<file path="config.mk">
export PLATFORM = sky130hd
export DESIGN_NAME = instr_encoder_flat
export DESIGN_NICKNAME = d
export VERILOG_FILES = /design/src/rtl/instr_pkg.sv /design/src/rtl/instr_encoder_if.sv /design/src/rtl/instr_word_build.sv /design/src/rtl/instr_encoder.sv /design/src/flat_wrapper.sv
export SDC_FILE = /design/constraint.sdc
export NUM_CORES = 1
export LEC_CHECK = 0
export ABC_AREA = 1
export BUFFER_PORTS_ARGS = -buffer_cell sky130_fd_sc_hd__buf_2
export CAP_MARGIN = 10
export CORE_AREA = 5 5 97 99
export DETAILED_ROUTE_END_ITERATION = 6
export DIE_AREA = 0 0 102 104
export MAX_ROUTING_LAYER = met4
export PLACE_DENSITY = 0.71
export SLEW_MARGIN = 10
export SYNTH_ARGS = -nofsm -noshare
export SYNTH_HDL_FRONTEND = slang
export SYNTH_SLANG_ARGS = --single-unit
export TNS_END_PERCENT = 20
</file>
<file path="constraint.sdc">
create_clock -name clk -period 5.7 [get_ports clk]
set_clock_uncertainty 0.2 [all_clocks]
set_input_delay 0.285 -clock clk [delete_from_list [all_inputs] [get_ports clk]]
set_output_delay 0.285 -clock clk [all_outputs]
set_load 0.01 [all_outputs]
</file>
<file path="src/rtl/instr_pkg.sv">
// Shared encoder/decoder constants: internal opcodes, ARM data-processing
// op codes, instruction field positions and the ALU sub-op lookup.
package instr_pkg;

  // Internal 7-bit opcodes (decoder encoding)
  localparam logic [6:0] OPC_MOVI  = 7'b0000000;
  localparam logic [6:0] OPC_HALT  = 7'b0000001;
  localparam logic [6:0] OPC_ADDI  = 7'b0001000;
  localparam logic [6:0] OPC_SUBI  = 7'b0001001;
  localparam logic [6:0] OPC_CMPI  = 7'b0001010;
  localparam logic [6:0] OPC_ANDI  = 7'b0001011;
  localparam logic [6:0] OPC_ORRI  = 7'b0001100;
  localparam logic [6:0] OPC_EORI  = 7'b0001101;
  localparam logic [6:0] OPC_MOVR  = 7'b0010000;
  localparam logic [6:0] OPC_MOVRS = 7'b0110000;
  localparam logic [6:0] OPC_B     = 7'b1000000;
  localparam logic [6:0] OPC_BX    = 7'b1000001;
  localparam logic [6:0] OPC_BL    = 7'b1000100;
  localparam logic [6:0] OPC_BLX   = 7'b1000101;

  // Upper opcode nibble selecting the ALU class; low 3 bits are the sub-op
  localparam logic [3:0] CLS_ALU_IMM = 4'b0001;
  localparam logic [3:0] CLS_ALU_REG = 4'b0011;
  localparam logic [3:0] CLS_ALU_RSH = 4'b0111;
  localparam logic [2:0] PPP_CMP     = 3'b010;

  // ARM data-processing op field
  localparam logic [3:0] ARM_AND = 4'b0000;
  localparam logic [3:0] ARM_EOR = 4'b0001;
  localparam logic [3:0] ARM_SUB = 4'b0010;
  localparam logic [3:0] ARM_ADD = 4'b0100;
  localparam logic [3:0] ARM_CMP = 4'b1010;
  localparam logic [3:0] ARM_ORR = 4'b1100;
  localparam logic [3:0] ARM_MOV = 4'b1101;

  // Field positions in the 32-bit word
  localparam int COND_LSB = 28;
  localparam int OP_LSB   = 21;
  localparam int S_BIT    = 20;
  localparam int RN_LSB   = 16;
  localparam int RD_LSB   = 12;
  localparam int RS_LSB   = 8;
  localparam int RM_LSB   = 0;

  typedef struct packed {
    logic       ok;
    logic [3:0] op;
  } alu_dec_t;

  // Map the 3-bit ALU sub-op to the ARM op field; 110/111 are unsupported
  function automatic alu_dec_t alu_op(input logic [2:0] ppp);
    alu_dec_t r;
    r.ok = 1'b1;
    case (ppp)
      3'b000:  r.op = ARM_ADD;
      3'b001:  r.op = ARM_SUB;
      3'b010:  r.op = ARM_CMP;
      3'b011:  r.op = ARM_AND;
      3'b100:  r.op = ARM_ORR;
      3'b101:  r.op = ARM_EOR;
      default: begin r.op = ARM_AND; r.ok = 1'b0; end
    endcase
    return r;
  endfunction

endpackage

</file>
<file path="src/rtl/instr_encoder_if.sv">
// Field-bundle input handshake plus instruction-memory write bus.
// slave: the encoder; master: the loader / memory side.
interface instr_encoder_if #(parameter int ADDR_W = 8);
  logic              in_valid;
  logic              in_ready;
  logic [3:0]        cond;
  logic [6:0]        opcode;
  logic              en_status;
  logic [3:0]        rn, rd, rs, rm;
  logic [1:0]        shift_op;
  logic [4:0]        imm5;
  logic [11:0]       imm12;
  logic [23:0]       imm24;
  logic              wr_en;
  logic              wr_ready;
  logic [ADDR_W-1:0] wr_addr;
  logic [31:0]       wr_data;

  modport slave (
    input  in_valid, cond, opcode, en_status, rn, rd, rs, rm,
           shift_op, imm5, imm12, imm24, wr_ready,
    output in_ready, wr_en, wr_addr, wr_data
  );

  modport master (
    output in_valid, cond, opcode, en_status, rn, rd, rs, rm,
           shift_op, imm5, imm12, imm24, wr_ready,
    input  in_ready, wr_en, wr_addr, wr_data
  );
endinterface

</file>
<file path="src/rtl/instr_word_build.sv">
// Combinational field -> 32-bit ARM word builder. Unsupported opcodes
// produce a HALT word with the caller's cond and raise illegal.
module instr_word_build
  import instr_pkg::*;
(
  input  logic [3:0]  cond,
  input  logic [6:0]  opcode,
  input  logic        en_status,
  input  logic [3:0]  rn,
  input  logic [3:0]  rd,
  input  logic [3:0]  rs,
  input  logic [3:0]  rm,
  input  logic [1:0]  shift_op,
  input  logic [4:0]  imm5,
  input  logic [11:0] imm12,
  input  logic [23:0] imm24,
  output logic [31:0] word,
  output logic        illegal
);

  alu_dec_t   alu;
  logic       s_alu;
  logic [3:0] cls;
  logic [31:0] halt_w;

  assign alu    = alu_op(opcode[2:0]);
  assign cls    = opcode[6:3];
  // CMP always sets flags
  assign s_alu  = en_status | (opcode[2:0] == PPP_CMP);
  assign halt_w = {cond, 7'b0001000, 21'b0};

  // Select the layout by opcode class
  always_comb begin
    word    = halt_w;
    illegal = 1'b0;
    if (opcode == OPC_MOVI)
      word = {cond, 3'b001, ARM_MOV, en_status, rn, rd, imm12};
    else if (opcode == OPC_HALT)
      word = halt_w;
    else if (cls == CLS_ALU_IMM && alu.ok)
      word = {cond, 3'b001, alu.op, s_alu, rn, rd, imm12};
    else if (cls == CLS_ALU_REG && alu.ok)
      word = {cond, 3'b000, alu.op, s_alu, rn, rd, imm5, shift_op, 1'b0, rm};
    else if (cls == CLS_ALU_RSH && alu.ok)
      word = {cond, 3'b000, alu.op, s_alu, rn, rd, rs, 1'b0, shift_op, 1'b1, rm};
    else if (opcode == OPC_MOVR)
      word = {cond, 3'b000, ARM_MOV, en_status, rn, rd, imm5, shift_op, 1'b0, rm};
    else if (opcode == OPC_MOVRS)
      word = {cond, 3'b000, ARM_MOV, en_status, rn, rd, rs, 1'b0, shift_op, 1'b1, rm};
    else if (opcode == OPC_B)
      word = {cond, 4'b1010, imm24};
    else if (opcode == OPC_BL)
      word = {cond, 4'b1011, imm24};
    else if (opcode == OPC_BX)
      word = {cond, 8'b00010010, 12'hFFF, 4'b0001, rm};
    else if (opcode == OPC_BLX)
      word = {cond, 8'b00010010, 12'hFFF, 4'b0011, rm};
    else
      illegal = 1'b1;
  end

endmodule

</file>
<file path="src/rtl/instr_encoder.sv">
// Instruction encoder: encodes field bundles and writes them to sequential
// instruction-memory addresses through a single valid/ready output register.
// Optional feature macro INSTR_ENC_FULL_STOP_EN: stop accepting once DEPTH
// words are written (no wrap) and flag full.
module instr_encoder
  import instr_pkg::*;
#(
  parameter int ADDR_W = 8,
  parameter int DEPTH  = 256
)(
  input  logic              clk,
  input  logic              rst_n,
  input  logic              start,
  input  logic [ADDR_W-1:0] base_addr,
  instr_encoder_if.slave    bus,
  output logic [ADDR_W:0]   count,
  output logic              err,
  output logic              full
);

  localparam logic [ADDR_W-1:0] LAST_A  = ADDR_W'(DEPTH - 1);
  localparam logic [ADDR_W+1:0] DEPTH_C = (ADDR_W+2)'(DEPTH);

  logic              wr_en_q, wr_en_d;
  logic [ADDR_W-1:0] wr_addr_q, wr_addr_d;
  logic [ADDR_W-1:0] nxt_addr_q, nxt_addr_d;
  logic [31:0]       wr_data_q, wr_data_d;
  logic [ADDR_W:0]   count_q, count_d;
  logic              err_q, err_d;
  logic [31:0]       word;
  logic              illegal;
  logic              in_ready;
  logic              accept;
  logic              done;

  instr_word_build u_build (
    .cond      (bus.cond),
    .opcode    (bus.opcode),
    .en_status (bus.en_status),
    .rn        (bus.rn),
    .rd        (bus.rd),
    .rs        (bus.rs),
    .rm        (bus.rm),
    .shift_op  (bus.shift_op),
    .imm5      (bus.imm5),
    .imm12     (bus.imm12),
    .imm24     (bus.imm24),
    .word      (word),
    .illegal   (illegal)
  );

`ifdef INSTR_ENC_FULL_STOP_EN
  logic            full_q, full_d;
  logic [ADDR_W+1:0] loaded;
  // Words already written plus the one pending in the output register
  assign loaded   = {1'b0, count_q} + (ADDR_W+2)'(wr_en_q);
  assign in_ready = !start && (!wr_en_q || bus.wr_ready) && !full_q && (loaded < DEPTH_C);
  assign full     = full_q;
`else
  assign in_ready = !start && (!wr_en_q || bus.wr_ready);
  assign full     = 1'b0;
`endif

  assign accept = bus.in_valid && in_ready;
  assign done   = wr_en_q && bus.wr_ready;

  // Next-state: start flush, write completion, new load
  always_comb begin
    wr_en_d    = wr_en_q;
    wr_addr_d  = wr_addr_q;
    nxt_addr_d = nxt_addr_q;
    wr_data_d  = wr_data_q;
    count_d    = count_q;
    err_d      = err_q;
`ifdef INSTR_ENC_FULL_STOP_EN
    full_d     = full_q;
`endif
    if (start) begin
      nxt_addr_d = base_addr;
      count_d    = '0;
      err_d      = 1'b0;
      wr_en_d    = 1'b0;
`ifdef INSTR_ENC_FULL_STOP_EN
      full_d     = 1'b0;
`endif
    end else begin
      if (done) begin
        wr_en_d = 1'b0;
        if (count_q != '1) count_d = count_q + 1'b1;
      end
      if (accept) begin
        wr_en_d    = 1'b1;
        wr_addr_d  = nxt_addr_q;
        wr_data_d  = word;
        err_d      = err_q | illegal;
        nxt_addr_d = (nxt_addr_q == LAST_A) ? '0 : nxt_addr_q + 1'b1;
      end
`ifdef INSTR_ENC_FULL_STOP_EN
      if ({1'b0, count_d} >= DEPTH_C) full_d = 1'b1;
`endif
    end
  end

  // State registers with synchronous active-low reset
  always_ff @(posedge clk) begin
    if (!rst_n) begin
      wr_en_q    <= 1'b0;
      wr_addr_q  <= '0;
      nxt_addr_q <= '0;
      wr_data_q  <= '0;
      count_q    <= '0;
      err_q      <= 1'b0;
`ifdef INSTR_ENC_FULL_STOP_EN
      full_q     <= 1'b0;
`endif
    end else begin
      wr_en_q    <= wr_en_d;
      wr_addr_q  <= wr_addr_d;
      nxt_addr_q <= nxt_addr_d;
      wr_data_q  <= wr_data_d;
      count_q    <= count_d;
      err_q      <= err_d;
`ifdef INSTR_ENC_FULL_STOP_EN
      full_q     <= full_d;
`endif
    end
  end

  assign bus.in_ready = in_ready;
  assign bus.wr_en    = wr_en_q;
  assign bus.wr_addr  = wr_addr_q;
  assign bus.wr_data  = wr_data_q;
  assign count        = count_q;
  assign err          = err_q;

endmodule
</file>
<file path="src/flat_wrapper.sv">
// flat-port wrapper written by rule: the top's interface ports become plain ports
module instr_encoder_flat import instr_pkg::*;
#(
  parameter int ADDR_W = 8,
  parameter int DEPTH  = 256
)
  (clk, rst_n, start, base_addr, count, err, full, bus_in_valid, bus_cond, bus_opcode, bus_en_status, bus_rn, bus_rd, bus_rs, bus_rm, bus_shift_op, bus_imm5, bus_imm12, bus_imm24, bus_wr_ready, bus_in_ready, bus_wr_en, bus_wr_addr, bus_wr_data);
  instr_encoder_if #(.ADDR_W(ADDR_W)) bus_i ();
  input  logic clk;
  input  logic rst_n;
  input  logic start;
  input  logic [ADDR_W-1:0] base_addr;
  output logic [ADDR_W:0] count;
  output logic err;
  output logic full;
  input wire logic [$bits(bus_i.in_valid)-1:0] bus_in_valid;
  input wire logic [$bits(bus_i.cond)-1:0] bus_cond;
  input wire logic [$bits(bus_i.opcode)-1:0] bus_opcode;
  input wire logic [$bits(bus_i.en_status)-1:0] bus_en_status;
  input wire logic [$bits(bus_i.rn)-1:0] bus_rn;
  input wire logic [$bits(bus_i.rd)-1:0] bus_rd;
  input wire logic [$bits(bus_i.rs)-1:0] bus_rs;
  input wire logic [$bits(bus_i.rm)-1:0] bus_rm;
  input wire logic [$bits(bus_i.shift_op)-1:0] bus_shift_op;
  input wire logic [$bits(bus_i.imm5)-1:0] bus_imm5;
  input wire logic [$bits(bus_i.imm12)-1:0] bus_imm12;
  input wire logic [$bits(bus_i.imm24)-1:0] bus_imm24;
  input wire logic [$bits(bus_i.wr_ready)-1:0] bus_wr_ready;
  output wire logic [$bits(bus_i.in_ready)-1:0] bus_in_ready;
  output wire logic [$bits(bus_i.wr_en)-1:0] bus_wr_en;
  output wire logic [$bits(bus_i.wr_addr)-1:0] bus_wr_addr;
  output wire logic [$bits(bus_i.wr_data)-1:0] bus_wr_data;
  assign bus_i.in_valid = bus_in_valid;
  assign bus_i.cond = bus_cond;
  assign bus_i.opcode = bus_opcode;
  assign bus_i.en_status = bus_en_status;
  assign bus_i.rn = bus_rn;
  assign bus_i.rd = bus_rd;
  assign bus_i.rs = bus_rs;
  assign bus_i.rm = bus_rm;
  assign bus_i.shift_op = bus_shift_op;
  assign bus_i.imm5 = bus_imm5;
  assign bus_i.imm12 = bus_imm12;
  assign bus_i.imm24 = bus_imm24;
  assign bus_i.wr_ready = bus_wr_ready;
  assign bus_in_ready = bus_i.in_ready;
  assign bus_wr_en = bus_i.wr_en;
  assign bus_wr_addr = bus_i.wr_addr;
  assign bus_wr_data = bus_i.wr_data;
  instr_encoder #(.ADDR_W(ADDR_W), .DEPTH(DEPTH)) u_core (.clk(clk), .rst_n(rst_n), .start(start), .base_addr(base_addr), .bus(bus_i), .count(count), .err(err), .full(full));
endmodule
</file>
==> results.cfg, run 1 <==
[route]
drtIter0Drc = 224
route.detailed.drc = 0
ant_nets = 0
dr_total_vias = 3800
routed_wl_um = 10400
via_per_inst = 5.14
wl_per_cell_um = 14.1
drt-pass1-iter-count = 5

[logic_synthesis]
ys_seq_area_share_pct = 35.2
yosysWarnings = 0
syn_area_um2 = 3300
synth_edf_count = 0
async_reset_ff_share_pct = 0
synth_compound_area_share_pct = 20.8
synthCells = 499
synth_top_family_by_area = simple AND/OR/NAND/NOR gates
ys_types = 36
synth.avg_cell_area_um2 = 6.62
yosys.area_share.simple_pct = 32.3
synth_xor_area_share_pct = 1.33
synth_adder_area_share_pct = 1.14
ys.flop_type = dfxtp_1
ys_ff_latch = 58
synth.area.mux_share_pct = 0

[floorplanning]
die_x_um = 102
die_area_um2 = 10600
start_util_pct = 39.0
die_h_um = 104
fp-row-count = 34
core_area_um2 = 8470
io_pins = 137

[clocking]
clk_pin_slew_worst_paths_ns = 0.06
cts_setup_buffers = 0
cts_buffers = 9
worst_skew_pair.late_latency_ns = 0.33
root_buffer = clkbuf_8
cts.sinks = 58
cts.path.max_buffers = 2
cts_tree = built
cts_resized = 0
cts_max_level = 3

[finish]
fin_cells = 740
final_common_cell = buf_2
layout.nets = 716
drive_gt1_share_pct = 29.1
antenna_cells = 0
final_cell_mix = buf_2 (134), nand2_1 (109), dfxtp_1 (58)
area_growth_pct = 27.3

[sta]
grt_setup_unrepaired = false
maxSlewViolCount = 0
fin_crit_ns = 2.68
maxSlewHeadroom_pct = 30.0
period_share_pct = 47.1
tightestPinTransition_ns = 1.05
setup_viol = 0
hold_viol_final = 0
tns_ns = 0
fmax_mhz = 373

[setup_path]
cp.buffers_inverters = 4
arrival_ns = 2.72
cp.required_ns = 5.74
end_kind = flip-flop
cp_slowest_cell = inv_2
start_kind = input port
path_max_fanout = 38
path_cells = dlygate4sd3_1 > buf_2 > nand2_2 > inv_2 > o21ai_0 > inv_1 > nand3_1 > a21oi_1
cp_slowest_stage_delay_ns = 0.62
worstSetupPathType = input port to flip-flop
crit_family = buffers and inverters

[place]
placed_cells = 721
port_buffers = 134
gp_congestion = 0.927
dpl.hpwl_um = 8010

[grt]
gr-total-overflow = 0
first_global_vias = 3618
grt_usage_pct = 19.6
grt_max_degree = 39
grt_pass1_wl_um = 16600
antenna_found_initial = 0

[flow_run]
drv_cap = 0

[outcome]
outcome = finished clean

[power_and_ir_drop]
powerDensity_nw_per_um2 = 215
peakVddDrop_v = 0.000113
p_leak_nw = 2.03
finalPower_mw = 0.902

[hold_path]
hold_class = input port to flip-flop
==> cells in the mapped netlist (all sizes together), types with 9 or more instances <==
| cell | n | area, um^2 |
|---|---|---|
| a21oi | 60 | 319 |
| nor2 | 59 | 262 |
| o211ai | 9 | 67.6 |
| inv | 49 | 186 |
| nand3 | 43 | 215 |
| nand2 | 118 | 470 |
| o21ai | 37 | 189 |
| dfxtp | 58 | 1160 |
| or2 | 9 | 56.3 |
| clkbuf | 9 | 33.8 |
| buf | 12 | 82.6 |
==> cell type report <==
type,count,area [um^2]
sequential,58,1160
clock buffer,10,138
tap,108,135
multi-input combinational,372,1840
timing repair buffer,139,721
inverter,49,186
clock inverter,4,20.0
fill,886,4260
==> power breakdown <==
part	switching, mW	total (mW)	internal, mW
logic	0.0913	0.150	0.0592
registers	0.0115	0.433	0.422
clock network	0.157	0.318	0.161
==> worst reg2reg max path: stages, from the launching register on <==
cell and delay [ns]:
dfxtp_1 0.31, inv_1 0.06, nor2_1 0.06, nor2_2 0.10, nand2_2 0.41, inv_2 0.63
o21ai_0 0.27, inv_1 0.25, nand3_1 0.12, a21oi_1 0.13
==> per-layer routing <==
layer	share of wire [%]	global-route usage (%)	up-vias
met1	45	26.3	1729
met4	1.2	5.06	0
met5	0	-	-
met2	47	30.5	145
li1	-	-	1914
met3	6.8	3.55	12
==> repair_timing <==
action,CTS,global route
endpoints found under the hold margin,5,0
hold buffers,5,0
setup endpoints to repair,0,0
==> registers in the layout, summed over array words and instances, names as in the netlist <==
register            count
u_core.bus.wr_en        1
u_core.nxt_addr_q       8
u_core.bus.wr_data     31
u_core.bus.wr_addr      8
u_core.err              1
u_core.count            9
==> logic make-up after synthesis <==
group | Yosys count
AOI/OAI and AO/OA | 122
xor gates and xnor gates | 5
adders and majority gates | 3
buffers and inverters | 70
DFF | 58
other | 1
and+or+nand+nor | 240
==> stage by stage <==
stage	worst slack, ns	hold WS, ns	util (%)	instance area [um^2]
finish	3.02	0.0213	49.6	4200
floorplan	3.68	0.206	-	3310
CTS	3.00	0.0110	49.6	4200
global placement	3.07	0.251	47.2	4000
detailed placement	2.97	0.252	47.2	4000
global route	2.76	0.0301	49.6	4200
==> final timing paths <==
check                                                   startpoint                                  end  slack [ns]  cells after the start
worst min register to register  u_core.bus.wr_addr[0]$_SDFFE_PN0P_   u_core.bus.wr_addr[0]$_SDFFE_PN0P_        0.26                      2
worst max-delay path                                  bus_in_valid  u_core.bus.wr_data[16]$_SDFFE_PN0P_        3.02                      8
worst min-delay path                                   bus_cond[3]  u_core.bus.wr_data[31]$_SDFFE_PN0P_        0.02                      3
worst max register to register       u_core.bus.wr_en$_SDFFE_PP0P_  u_core.bus.wr_data[16]$_SDFFE_PN0P_        3.08                      9
No activity file was read; power rests on OpenSTA's default activity.
==> inputs of run 2 (changes only) <==
--- a/config.mk
+++ b/config.mk
@@ -12,7 +12,7 @@
 export DETAILED_ROUTE_END_ITERATION = 6
 export DIE_AREA = 0 0 102 104
 export MAX_ROUTING_LAYER = met4
-export PLACE_DENSITY = 0.71
+export PLACE_DENSITY = 0.73
 export SLEW_MARGIN = 10
 export SYNTH_ARGS = -nofsm -noshare
 export SYNTH_HDL_FRONTEND = slang
==> constraint.sdc (replaced) <==
create_clock -name clk -period 2.3 [get_ports clk]
set_clock_uncertainty 0.2 [all_clocks]
set_input_delay 0.115 -clock clk [delete_from_list [all_inputs] [get_ports clk]]
set_output_delay 0.115 -clock clk [all_outputs]
set_load 0.01 [all_outputs]
==> run 2 against run 1 <==
Effect of this change: utilization grew 6.8 points; register-to-register slack lost 2.9 ns; via count grew 4.6%; clock power grew to 3.2 times the previous value; flip-flop and latch count is the same; setup slack lost 2.8 ns; first-iteration DRC count grew 15%; cell count grew 7.3%; critical path type is now flip-flop to flip-flop.
==> results.cfg, run 2 (synthesis results as in run 1) <==
[sta]
fmax_mhz = 481
grt_setup_unrepaired = false
hold_viol_final = 0
maxSlewViolCount = 0
setup_viol = 0
tns_ns = 0
fin_crit_ns = 2.08
period_share_pct = 90.4

[clocking]
cts.sinks = 58
cts_buffers = 9
root_buffer = clkbuf_8
cts.path.max_buffers = 2
clk_pin_slew_worst_paths_ns = 0.07
cts_max_level = 3
cts_setup_buffers = 0
worst_skew_pair.late_latency_ns = 0.33
cts_tree = built

[setup_path]
arrival_ns = 2.15
reg2reg_to = u_core.count[7]$_SDFFE_PP0P_
endpoint = u_core.count[7]$_SDFFE_PP0P_
reg2reg_slack_ns = 0.22
crit_start = u_core.count[0]$_SDFFE_PP0P_
worstSetupPathType = flip-flop to flip-flop
ff2ff_path_depth = 13
start_kind = flip-flop
path_max_fanout = 7
cp.required_ns = 2.37
end_kind = flip-flop
reg2reg_from = u_core.count[0]$_SDFFE_PP0P_

[finish]
final_util_pct = 56.4
drive_gt1_share_pct = 28.0
layout.nets = 768
final_cell_mix = buf_2 (134), nand2_1 (108), dfxtp_1 (58)
largest_reg_flops = 31
final_common_cell = buf_2
area_growth_pct = 44.6

[outcome]
outcome = finished clean

[grt]
antenna_found_initial = 1
grt_usage_pct = 21.0
grt_pass1_wl_um = 17700
first_global_vias = 3794
gr-total-overflow = 0
grt_max_degree = 32

[route]
drt-pass1-iter-count = 5
drtIter0Drc = 258
dr_total_vias = 3976
route.detailed.drc = 0
ant_nets = 0
routed_wl_um = 10900
wl_per_cell_um = 13.7
via_per_inst = 5.01

[flow_run]
drv_cap = 0

[floorplanning]
die_h_um = 104
io_pins = 137
core_area_um2 = 8470
die_x_um = 102
die_area_um2 = 10600
fp-row-count = 34
start_util_pct = 39.0

[power_and_ir_drop]
peakVddDrop_v = 0.000344
p_leak_nw = 2.28
powerDensity_nw_per_um2 = 530

[place]
gp_congestion = 0.915
dpl.hpwl_um = 7790
port_buffers = 134

[hold_path]
hold_class = input port to flip-flop
run 2: cell count changes in the layout (fill, tap and decap cells not counted), sizes merged:
cell,change
dlygate4sd3,+47
buf,+5
clkinv,-3
bufinv,+2
clkinvlp,+2
diode,+1
run 2: final cells by class:
| type | instances | area (um^2) |
|---|---|---|
| fill | 818 | 3690 |
| multi-input combinational | 372 | 1850 |
| timing repair buffer | 191 | 1230 |
| sequential | 58 | 1160 |
| inverter | 49 | 186 |
| tap | 108 | 135 |
| clock buffer | 10 | 128 |
| clock inverter | 5 | 80.1 |
| antenna | 1 | 2.50 |
run 2: critical path, cell delays in order (launching register included):
cell and delay, ns:
dfxtp_1 0.34, ha_1 0.22, nand3_1 0.08, nor2_1 0.05
ha_1 0.17, nor2_1 0.12, nand2_2 0.12, nor2_2 0.13
nand2_1 0.07, nor2_2 0.12, nand2_1 0.06, nor2_1 0.11
o21ai_0 0.09, a21oi_1 0.13
run 2: metal layers:
metal	part of all wire (%)	routed length (um)	track usage, %
met4	1.7	182	5.72
met5	0	0	-
met1	43	4670	26.9
met2	47	5110	33.4
met3	8.7	947	4.56
run 2: worst min-delay path by stage:
stage / from / to / slack (ns) / cells past startpoint
after floorplan: bus_in_valid / u_core.bus.wr_en$_SDFFE_PP0P_ / 0.04 / 2
after global placement: bus_in_valid / u_core.bus.wr_en$_SDFFE_PP0P_ / 0.16 / 3
after detailed placement: bus_cond[1] / u_core.bus.wr_data[29]$_SDFFE_PN0P_ / 0.18 / 3
after CTS: start / u_core.nxt_addr_q[6]$_SDFFE_PN0P_ / 0.007 / 3
after global routing: start / u_core.nxt_addr_q[6]$_SDFFE_PN0P_ / 0.03 / 3
final: start / u_core.nxt_addr_q[6]$_SDFFE_PN0P_ / 0.02 / 3
run 2: timing repair:
item,4_1_cts,5_1_grt
resized for setup,0,4
endpoints found under the hold margin,40,0
setup endpoints to repair,0,8
hold buffers,52,0
run 2: stage by stage:
| stage | hold slack [ns] | instance area (um^2) | cells | setup slack (ns) | total power, mW |
|---|---|---|---|---|---|
| after floorplan | 0.0357 | 3310 | 500 | 0.283 | 1.30 |
| after global placement | 0.163 | 4030 | 726 | 0.211 | 1.46 |
| after detailed placement | 0.175 | 4030 | 726 | 0.148 | 1.46 |
| after CTS | 0.00696 | 4760 | 793 | 0.110 | 2.56 |
| after global routing | 0.0310 | 4780 | 794 | 0.0102 | 2.66 |
| final | 0.0221 | 4780 | 794 | 0.221 | 2.53 |
run 2: report_power, final:
group / switching (mW) / total (mW) / internal (mW) / leakage (nW)
Combinational: 0.240 / 0.445 / 0.206 / 1.71
Sequential: 0.0270 / 1.07 / 1.05 / 0.473
Clock: 0.411 / 1.01 / 0.602 / 0.0984
Total: 0.678 / 2.53 / 1.85 / 2.28
